==> src/rtl/dmem_arb_pkg.sv <==
`default_nettype none
// ============================================================================
// Module      : dmem_arb_pkg
// Description : Shared types and constants for the data-memory arbiter:
//               FSM state encoding and the default data_mem geometry.
// Revision    : 1.0 - initial release
// ============================================================================
package dmem_arb_pkg;

  // Default data_mem geometry, also used by the data_mem instance.
  localparam int DMEM_AW = 8;
  localparam int DMEM_DW = 32;

  // Width of the starvation counter; covers MAX_WAIT up to 255.
  localparam int WAIT_W = 8;

  // Arbiter states; the unused code 2'd3 falls back to IDLE.
  typedef enum logic [1:0] {
    IDLE    = 2'd0,
    DBG_ACC = 2'd1,
    DBG_RSP = 2'd2
  } arb_state_t;

  // The MEM stage wants the memory port when it loads or stores.
  function automatic logic cpu_access(input logic wmem, input logic m2reg);
    return wmem | m2reg;
  endfunction

endpackage
`default_nettype wire

==> src/rtl/dmem_arbiter_if.sv <==
`default_nettype none
// ============================================================================
// Module      : dmem_arbiter_if
// Description : Bus bundle around the data-memory arbiter: MEM-stage request,
//               debug/loader handshake and the data_mem port.
//               slave  = arbiter view, master = surrounding pipeline/memory.
// Revision    : 1.0 - initial release
// ============================================================================
interface dmem_arbiter_if
  import dmem_arb_pkg::*;
#(
  parameter int AW = DMEM_AW,
  parameter int DW = DMEM_DW
);

  // MEM-stage side
  logic [AW-1:0] cpu_addr;
  logic [DW-1:0] cpu_wdata;
  logic          cpu_wmem;
  logic          cpu_m2reg;
  logic          cpu_stall;

  // Debug/loader side
  logic          dbg_req;
  logic          dbg_we;
  logic [AW-1:0] dbg_addr;
  logic [DW-1:0] dbg_wdata;
  logic          dbg_ack;
  logic [DW-1:0] dbg_rdata;

  // data_mem side
  logic [AW-1:0] mem_addr;
  logic [DW-1:0] mem_wdata;
  logic          mem_we;
  logic [DW-1:0] mem_rdata;

  modport slave (
    input  cpu_addr, cpu_wdata, cpu_wmem, cpu_m2reg,
    input  dbg_req, dbg_we, dbg_addr, dbg_wdata,
    input  mem_rdata,
    output cpu_stall, dbg_ack, dbg_rdata,
    output mem_addr, mem_wdata, mem_we
  );

  modport master (
    output cpu_addr, cpu_wdata, cpu_wmem, cpu_m2reg,
    output dbg_req, dbg_we, dbg_addr, dbg_wdata,
    output mem_rdata,
    input  cpu_stall, dbg_ack, dbg_rdata,
    input  mem_addr, mem_wdata, mem_we
  );

endinterface
`default_nettype wire

==> src/rtl/dmem_arb_wait_cnt.sv <==
`default_nettype none
// ============================================================================
// Module      : dmem_arb_wait_cnt
// Description : Saturating debug starvation counter. Counts cycles a debug
//               request has been held off by CPU traffic; at_limit forces the
//               grant. Never counts past MAX_WAIT.
// Revision    : 1.0 - initial release
// ============================================================================
module dmem_arb_wait_cnt
  import dmem_arb_pkg::*;
#(
  parameter int MAX_WAIT = 4
) (
  input  logic clk,
  input  logic rst_n,
  input  logic inc,
  input  logic clr,
  output logic at_limit
);

  localparam logic [WAIT_W-1:0] LIMIT = WAIT_W'(MAX_WAIT);

  logic [WAIT_W-1:0] cnt;

  // Clear wins over increment; increment stops once the limit is reached.
  always_ff @(posedge clk or negedge rst_n) begin
    if (!rst_n) begin
      cnt <= '0;
    end else if (clr) begin
      cnt <= '0;
    end else if (inc && (cnt != LIMIT)) begin
      cnt <= cnt + WAIT_W'(1);
    end
  end

  assign at_limit = (cnt == LIMIT);

endmodule
`default_nettype wire

==> src/rtl/dmem_arbiter.sv <==
`default_nettype none
// ============================================================================
// Module      : dmem_arbiter
// Description : Shares the single-port data memory between the MEM stage and
//               a debug/loader port. The CPU has priority; debug is granted
//               on idle memory cycles or, after MAX_WAIT cycles of contention,
//               by stalling the pipeline for exactly one cycle. The stalled
//               CPU access re-executes in the following (response) cycle.
//               Optional macro DMEM_ARB_STATS_EN enables the stall counter;
//               otherwise stall_cnt reads 0.
// Revision    : 1.0 - initial release
// ============================================================================
module dmem_arbiter
  import dmem_arb_pkg::*;
#(
  parameter int AW       = DMEM_AW,
  parameter int DW       = DMEM_DW,
  parameter int MAX_WAIT = 4
) (
  input  logic             clk,
  input  logic             rst_n,
  dmem_arbiter_if.slave    bus,
  output logic [15:0]      stall_cnt
);

  arb_state_t    state;
  arb_state_t    state_nxt;

  logic          cpu_req;
  logic          grant;
  logic          wait_inc;
  logic          wait_clr;
  logic          at_limit;

  // Debug request captured at grant so the memory mux never looks at dbg_*.
  logic          acc_we;
  logic [AW-1:0] acc_addr;
  logic [DW-1:0] acc_wdata;

  logic [AW-1:0] mux_addr;
  logic [DW-1:0] mux_wdata;
  logic          mux_we;
  logic          stall;
  logic          ack;
  logic [DW-1:0] rdata;

  assign cpu_req  = cpu_access(bus.cpu_wmem, bus.cpu_m2reg);
  assign grant    = (state == IDLE) && bus.dbg_req && (!cpu_req || at_limit);
  assign wait_inc = (state == IDLE) && bus.dbg_req && cpu_req && !grant;
  assign wait_clr = grant || ((state == IDLE) && !bus.dbg_req);

  dmem_arb_wait_cnt #(
    .MAX_WAIT (MAX_WAIT)
  ) u_wait_cnt (
    .clk      (clk),
    .rst_n    (rst_n),
    .inc      (wait_inc),
    .clr      (wait_clr),
    .at_limit (at_limit)
  );

  // State register; reset aborts any transaction in flight.
  always_ff @(posedge clk or negedge rst_n) begin
    if (!rst_n) begin
      state <= IDLE;
    end else begin
      state <= state_nxt;
    end
  end

  // Latch the debug transaction on the grant edge for use in DBG_ACC/DBG_RSP.
  always_ff @(posedge clk or negedge rst_n) begin
    if (!rst_n) begin
      acc_we    <= 1'b0;
      acc_addr  <= '0;
      acc_wdata <= '0;
    end else if (grant) begin
      acc_we    <= bus.dbg_we;
      acc_addr  <= bus.dbg_addr;
      acc_wdata <= bus.dbg_wdata;
    end
  end

  // Next state and port mux: CPU owns the port except during DBG_ACC.
  always_comb begin
    state_nxt = IDLE;
    mux_addr  = bus.cpu_addr;
    mux_wdata = bus.cpu_wdata;
    mux_we    = bus.cpu_wmem;
    stall     = 1'b0;
    ack       = 1'b0;
    rdata     = '0;
    case (state)
      IDLE: begin
        state_nxt = grant ? DBG_ACC : IDLE;
      end
      DBG_ACC: begin
        state_nxt = DBG_RSP;
        mux_addr  = acc_addr;
        mux_wdata = acc_wdata;
        mux_we    = acc_we;
        stall     = cpu_req;
      end
      DBG_RSP: begin
        state_nxt = IDLE;
        ack       = 1'b1;
        rdata     = acc_we ? '0 : bus.mem_rdata;
      end
      default: begin
        state_nxt = IDLE;
      end
    endcase
  end

  assign bus.mem_addr  = mux_addr;
  assign bus.mem_wdata = mux_wdata;
  // Write enable drops the instant reset asserts, even mid-access.
  assign bus.mem_we    = mux_we & rst_n;
  assign bus.cpu_stall = stall;
  assign bus.dbg_ack   = ack;
  assign bus.dbg_rdata = rdata;

`ifdef DMEM_ARB_STATS_EN
  logic [15:0] stall_q;

  // Saturating count of pipeline stall cycles; cleared only by reset.
  always_ff @(posedge clk or negedge rst_n) begin
    if (!rst_n) begin
      stall_q <= '0;
    end else if (stall && (stall_q != 16'hFFFF)) begin
      stall_q <= stall_q + 16'd1;
    end
  end

  assign stall_cnt = stall_q;
`else
  assign stall_cnt = 16'd0;
`endif

endmodule
`default_nettype wire

==> src/flat_wrapper.sv <==
// flat-port wrapper written by rule: the top's interface ports become plain ports
module dmem_arbiter_flat import dmem_arb_pkg::*;
#(
  parameter int AW       = DMEM_AW,
  parameter int DW       = DMEM_DW,
  parameter int MAX_WAIT = 4
)
  (clk, rst_n, stall_cnt, bus_cpu_addr, bus_cpu_wdata, bus_cpu_wmem, bus_cpu_m2reg, bus_dbg_req, bus_dbg_we, bus_dbg_addr, bus_dbg_wdata, bus_mem_rdata, bus_cpu_stall, bus_dbg_ack, bus_dbg_rdata, bus_mem_addr, bus_mem_wdata, bus_mem_we);
  dmem_arbiter_if #(.AW(AW), .DW(DW)) bus_i ();
  input  logic clk;
  input  logic rst_n;
  output logic [15:0] stall_cnt;
  input wire logic [$bits(bus_i.cpu_addr)-1:0] bus_cpu_addr;
  input wire logic [$bits(bus_i.cpu_wdata)-1:0] bus_cpu_wdata;
  input wire logic [$bits(bus_i.cpu_wmem)-1:0] bus_cpu_wmem;
  input wire logic [$bits(bus_i.cpu_m2reg)-1:0] bus_cpu_m2reg;
  input wire logic [$bits(bus_i.dbg_req)-1:0] bus_dbg_req;
  input wire logic [$bits(bus_i.dbg_we)-1:0] bus_dbg_we;
  input wire logic [$bits(bus_i.dbg_addr)-1:0] bus_dbg_addr;
  input wire logic [$bits(bus_i.dbg_wdata)-1:0] bus_dbg_wdata;
  input wire logic [$bits(bus_i.mem_rdata)-1:0] bus_mem_rdata;
  output wire logic [$bits(bus_i.cpu_stall)-1:0] bus_cpu_stall;
  output wire logic [$bits(bus_i.dbg_ack)-1:0] bus_dbg_ack;
  output wire logic [$bits(bus_i.dbg_rdata)-1:0] bus_dbg_rdata;
  output wire logic [$bits(bus_i.mem_addr)-1:0] bus_mem_addr;
  output wire logic [$bits(bus_i.mem_wdata)-1:0] bus_mem_wdata;
  output wire logic [$bits(bus_i.mem_we)-1:0] bus_mem_we;
  assign bus_i.cpu_addr = bus_cpu_addr;
  assign bus_i.cpu_wdata = bus_cpu_wdata;
  assign bus_i.cpu_wmem = bus_cpu_wmem;
  assign bus_i.cpu_m2reg = bus_cpu_m2reg;
  assign bus_i.dbg_req = bus_dbg_req;
  assign bus_i.dbg_we = bus_dbg_we;
  assign bus_i.dbg_addr = bus_dbg_addr;
  assign bus_i.dbg_wdata = bus_dbg_wdata;
  assign bus_i.mem_rdata = bus_mem_rdata;
  assign bus_cpu_stall = bus_i.cpu_stall;
  assign bus_dbg_ack = bus_i.dbg_ack;
  assign bus_dbg_rdata = bus_i.dbg_rdata;
  assign bus_mem_addr = bus_i.mem_addr;
  assign bus_mem_wdata = bus_i.mem_wdata;
  assign bus_mem_we = bus_i.mem_we;
  dmem_arbiter #(.AW(AW), .DW(DW), .MAX_WAIT(MAX_WAIT)) u_core (.clk(clk), .rst_n(rst_n), .bus(bus_i), .stall_cnt(stall_cnt));
endmodule
==> config.mk <==
export PLATFORM = sky130hd
export DESIGN_NAME = dmem_arbiter_flat
export DESIGN_NICKNAME = d
export VERILOG_FILES = /design/src/rtl/dmem_arb_pkg.sv /design/src/rtl/dmem_arbiter_if.sv /design/src/rtl/dmem_arb_wait_cnt.sv /design/src/rtl/dmem_arbiter.sv /design/src/flat_wrapper.sv
export SDC_FILE = /design/constraint.sdc
export NUM_CORES = 1
export LEC_CHECK = 0
export BUFFER_PORTS_ARGS = -buffer_cell sky130_fd_sc_hd__buf_2
export CAP_MARGIN = 0
export CORE_MARGIN = 4
export CORE_UTILIZATION = 42
export DETAILED_ROUTE_END_ITERATION = 10
export PLACE_DENSITY = 0.79
export RECOVER_POWER = 100
export REMOVE_ABC_BUFFERS = 1
export SYNTH_ARGS = -nofsm -noshare
export SYNTH_HDL_FRONTEND = slang
export SYNTH_SLANG_ARGS = --single-unit
==> constraint.sdc <==
create_clock -name clk -period 2.45 [get_ports clk]
set_input_delay 0.245 -clock clk [delete_from_list [all_inputs] [get_ports clk]]
set_output_delay 0.245 -clock clk [all_outputs]
set_load 0.01 [all_outputs]
Word level (Yosys, flattened, before mapping)
Cells that the tools add are included.
{"block": "word_totals", "reg_bits": 51, "latchBits": 0, "ram_bits": 0, "romBits": 0, "input_bits": 118, "out_inout_bits": 91, "elab_cells": 36, "mem_count": 0}
{"block": "classes", "n_addsub": 1, "n_mul": 0, "n_div": 0, "order_cmp": 0, "eq_ne": 4, "n_shift": 0, "n_mux": 11, "n_bitwise": 2, "n_reduce_logical": 13}
{"op": "two-way mux 32 bit", "n": 3}
{"op": "two-way mux 8 bit", "n": 3}
{"op": "adder 8 x 1 -> 8 bit, second input constant", "n": 1}
{"op": "== test 8 x 3 -> 1 bit, second input constant", "n": 1}
{"op": "inequality test 8 x 3 -> 1 bit, second input constant", "n": 1}
{"op": "logical AND 1 bit", "n": 6}
{"op": "two-way mux 1 bit", "n": 4}
{"op": "case mux 2 bit (2 select lines)", "n": 1}
{"op": "zero test 1 bit", "n": 3}
{"op": "== test 2 x 1 -> 1 bit, second input constant", "n": 1}
{"op": "== test 2 bit, second input constant", "n": 1}
{"op": "zero test 2 bit", "n": 1}
{"op": "logical OR 1 bit", "n": 2}
{"op": "nonzero test 2 bit", "n": 1}
{"op": "AND 1 bit", "n": 1}
{"op": "OR 1 bit", "n": 1}

Longest topological paths before layout
{"block": "logic_depth", "ltp_word": 9, "mapped_depth": 6, "ltp_nobuf": 5}

Cells and area by module
From an unflattened synthesis, not the netlist that was laid out.
{"block": "hier_totals", "cells_unflattened": 333, "hier_area_um2": 3171.8}
{"mod": "dmem_arbiter", "n_inst": 1, "cells_per_inst": 284, "area_each_um2": 2691.3, "seq_area_each_um2": 1076.0}
{"mod": "dmem_arb_wait_cnt", "n_inst": 1, "cells_per_inst": 49, "area_each_um2": 480.5, "seq_area_each_um2": 200.2}

Worst setup path after synthesis
No wires, ideal clock.
{"block": "synth_timing", "kind": "reg2reg", "startpoint": "reg u_core.u_wait_cnt.cnt[0]", "endpoint": "reg u_core.acc_addr[0]", "setup_ns": 0.125, "arrival_time_ns": 1.565, "required_ns": 2.325, "path_slack_ns": 0.760, "stages_incl_launch_ff": 7, "n_path_buf": 1, "period_less_slack_ns": 1.690, "path_cell_list": "dfrtp_1 inv_1 ha_1 a41oi_1 nand3b_4 buf_6 mux2_4"}
{"block": "synth_via", "elab_chain_len": 3}
{"item": "start: declaration", "line": "dmem_arb_wait_cnt.sv:23", "source": "logic [WAIT_W-1:0] cnt;"}
{"item": "start signal: assignment", "line": "dmem_arb_wait_cnt.sv:32", "source": "cnt <= cnt + WAIT_W'(1);"}
{"item": "== test 8 x 3 -> 1 bit", "line": "dmem_arb_wait_cnt.sv:36", "source": "assign at_limit = (cnt == LIMIT);"}
{"item": "logical OR 1 bit", "line": "dmem_arbiter.sv:48", "source": "assign grant = (state == IDLE) && bus.dbg_req && (!cpu_req || at_limit);"}
{"item": "logical AND 1 bit", "line": "dmem_arbiter.sv:48"}
{"item": "end signal: assignment", "line": "dmem_arbiter.sv:79", "source": "acc_addr <= bus.dbg_addr;"}
{"item": "end: declaration", "line": "dmem_arbiter.sv:37", "source": "logic [AW-1:0] acc_addr;"}
Every way passes these cells.
A chain may end at the register's enable or synchronous reset.

Final worst setup path
{"block": "layout_timing", "startpoint": "reg u_core.state[1]", "endpoint": "out bus_mem_wdata[31]"}
{"block": "layout_via", "elab_chain_len": 2}
{"item": "start: declaration", "line": "dmem_arbiter.sv:26", "source": "arb_state_t state;"}
{"item": "start signal: assignment", "line": "dmem_arbiter.sv:67", "source": "state <= state_nxt;"}
{"item": "== test 2 x 1 -> 1 bit", "line": "dmem_arbiter.sv:93", "source": "case (state)"}
{"item": "two-way mux 32 bit", "line": "dmem_arbiter.sv:93"}
{"item": "end: declaration", "line": "flat_wrapper.sv:26", "source": "output wire logic [$bits(bus_i.mem_wdata)-1:0] bus_mem_wdata;"}
Every way passes these cells.

==> results.yml <==
yosys:
  netlist_area_um2: 3040
  synth_xor_area_share_pct: 1.44
  synth_top_area_share_pct: 42.0
  synthAdderAreaFrac_pct: 0.824
  netlist_instances: 237
  postSynthAreaPerCell_um2: 12.8
  yosys.area.top_type: "dfrtp_1"
  async_flop_share_pct: 100
  muxShareOfSynthArea_pct: 35.6
  yosys_warnings: 0
  synthTopCellsByArea: "dfrtp_1 (42%), mux2_4 (19%), mux2_2 (16%)"
  synthDistinctLibCells: 28
  synth-edff-count: 0
  postSynth.topFlopCell: "dfrtp_1"
  synth-compound-area-share_pct: 1.32
  yosysSeqAreaShare_pct: 42.0
  synth_simple_gate_area_share_pct: 11.5
  synth_seq_cells: 51
  synth_top_family_by_area: "multiplexers"
outcome:
  status: "completed"
worst_setup_path:
  critPathLaunchType: "flip-flop"
  critPathMaxFanout: 25
  arrival_ns: 1.94
  endpoint_kind: "output pin"
  critical_path_class: "flip-flop to output pin"
  cp.required_ns: 2.20
layout:
  layout_commonest_cell: "buf_2"
  mostFrequentLayoutCells: "buf_2 (131), clkbuf_1 (61), dfrtp_1 (51)"
  drive_gt1_share_pct: 45.2
  final_cells: 525
  antennaDiodeCount: 0
  num-nets-final: 548
  syn2layout_area_growth_pct: 28.4
floorplan:
  die_area_um2: 8650
  io_pins: 209
  die_w_um: 93.0
  placementRows: 30
  coreArea_um2: 6910
  start_util_pct: 43.9
  die_y_um: 93.0
detailed_routing:
  dr_total_vias: 2367
  dr.pass1.iters: 4
  drt-initial-drc-count: 66
  wire_per_inst_um: 15.0
  ant_nets: 0
  drc_errors: 0
  drt_wl_total_um: 7860
  viasPerCell: 4.51
clocking:
  cts_setup_buffers: 0
  ctsHtreeMaxLevel: 2
  root_buffer: "clkbuf_8"
  clockBufferDepth: 2
  clk_latency_ns: 0.30
  post_cts_resized: 0
  cts_buffers: 5
  cts_tree: "done"
  cts_sinks: 51
  hold_buffers: 0
  path_clk_slew_ns: 0.09
power:
  p_leak_uw: 0.00191
  total_power_uw: 2280
  peakVddDrop_mv: 0.296
  power_density_nw_per_um2: 586
placement:
  place_inst: 517
  routabilityCongestion: 0.747
  hpwlAfterDp_um: 6440
  port_buffers: 192
global_routing:
  grt_pass1_vias: 2536
  grt.overflow.total: 0
  track_usage_pct: 17.6
  antenna_found_initial: 0
  grt_max_degree: 52
  grt_pass1_wl_um: 12000
sta:
  min_period_ns: 2.18
  finalSetupTns_ns: 0
  worst_slew_pin_slew_ns: 1.21
  clock-skew-final_ns: 0.00939
  slew_violations: 0
  setup_viol: 0
  rsz0062_at_grt: "no"
  hold_viol_final: 0
  slew_headroom_pct: 19.0
  final.period_utilization_pct: 89.1
  fmax_mhz: 458
job:
  cap_violations: 0
min_path:
  holdCritPathClass: "input port to flip-flop"
-- cells by family after synthesis --
kind of cell | Yosys count
buffers and inverters | 33
flip-flops | 51
other | 1
AO/OA/AOI/OAI | 5
AND/OR/NAND/NOR | 57
adder cells (fa/ha/maj) | 2
XOR/XNOR | 5
multiplexers | 83
-- final timing paths --
check,slack (ns),from,to,cells after the start
worst max register to register,0.31,u_core.u_wait_cnt.cnt[0],u_core.acc_addr[3],6
worst min register to register,0.50,u_core.acc_addr[1],u_core.acc_addr[1],1
min in group asynchronous,0.35,rst_n,u_core.acc_wdata[17],2
worst min-delay path,0.15,bus_dbg_wdata[20],u_core.acc_wdata[20],2
worst max-delay path,0.27,u_core.state[1],bus_mem_wdata[31],4
max in group asynchronous,1.38,rst_n,u_core.acc_addr[6],2
-- routing by layer --
layer  wire [µm]  up-vias  global-route usage (%)
li1            -     1157                       -
met1        3110     1066                    20.4
met2        3860      140                    31.4
met3         827        4                    5.39
met4          63        0                    4.40
met5           0        -                       0
-- worst max-delay path, cell delays in order, from the launching register on --
cell,delay [ns]
dfrtp_1,0.46
nor2b_4,0.13
clkbuf_2,0.50
mux2_2,0.42
clkbuf_1,0.13
-- state kept, by name (all words and copies together), names as in the netlist --
signal	cells
u_core.u_wait_cnt.cnt	8
u_core.acc_addr	8
u_core.acc_wdata	32
u_core.state	2
u_core.acc_we	1
-- through the flow --
stage	hold WS, ns	instance area, µm²	utilization, %	setup slack, ns
3_3_place_gp	0.413	4030	58.4	0.475
6_report	0.154	3900	56.4	0.266
2_1_floorplan	-0.0506	2890	-	-0.573
5_1_grt	0.138	3900	56.4	0.132
4_1_cts	0.104	4130	59.8	0.384
3_5_place_dp	0.433	4030	58.4	0.391
-- power by group --
| group | leakage, µW | internal (µW) | total [µW] | switching (µW) |
|---|---|---|---|---|
| clock | 0.0000474 | 231 | 508 | 277 |
| combinational | 0.00124 | 324 | 591 | 267 |
| sequential | 0.000623 | 1050 | 1180 | 132 |
| total | 0.00191 | 1610 | 2280 | 676 |
-- final cells by class --
class	count	area [µm²]
clock buffer	6	82.6
timing repair buffer	198	920
inverter	4	15.0
clock inverter	2	16.3
sequential	51	1280
tap	96	120
fill	690	3010
multi-input combinational	168	1470
-- cells in the mapped netlist, types with 2 or more instances --
cell,n
dfrtp_1,51
mux2_2,43
mux2_4,39
and2_1,32
buf_4,16
nor2_1,8
clkbuf_1,5
nor2b_1,5
buf_2,4
buf_6,4
inv_1,4
xor2_1,4
nand4_1,3
a22o_1,2
and3_1,2
ha_1,2
nand2_1,2
Note: power is estimated with default switching activity, not from simulation.
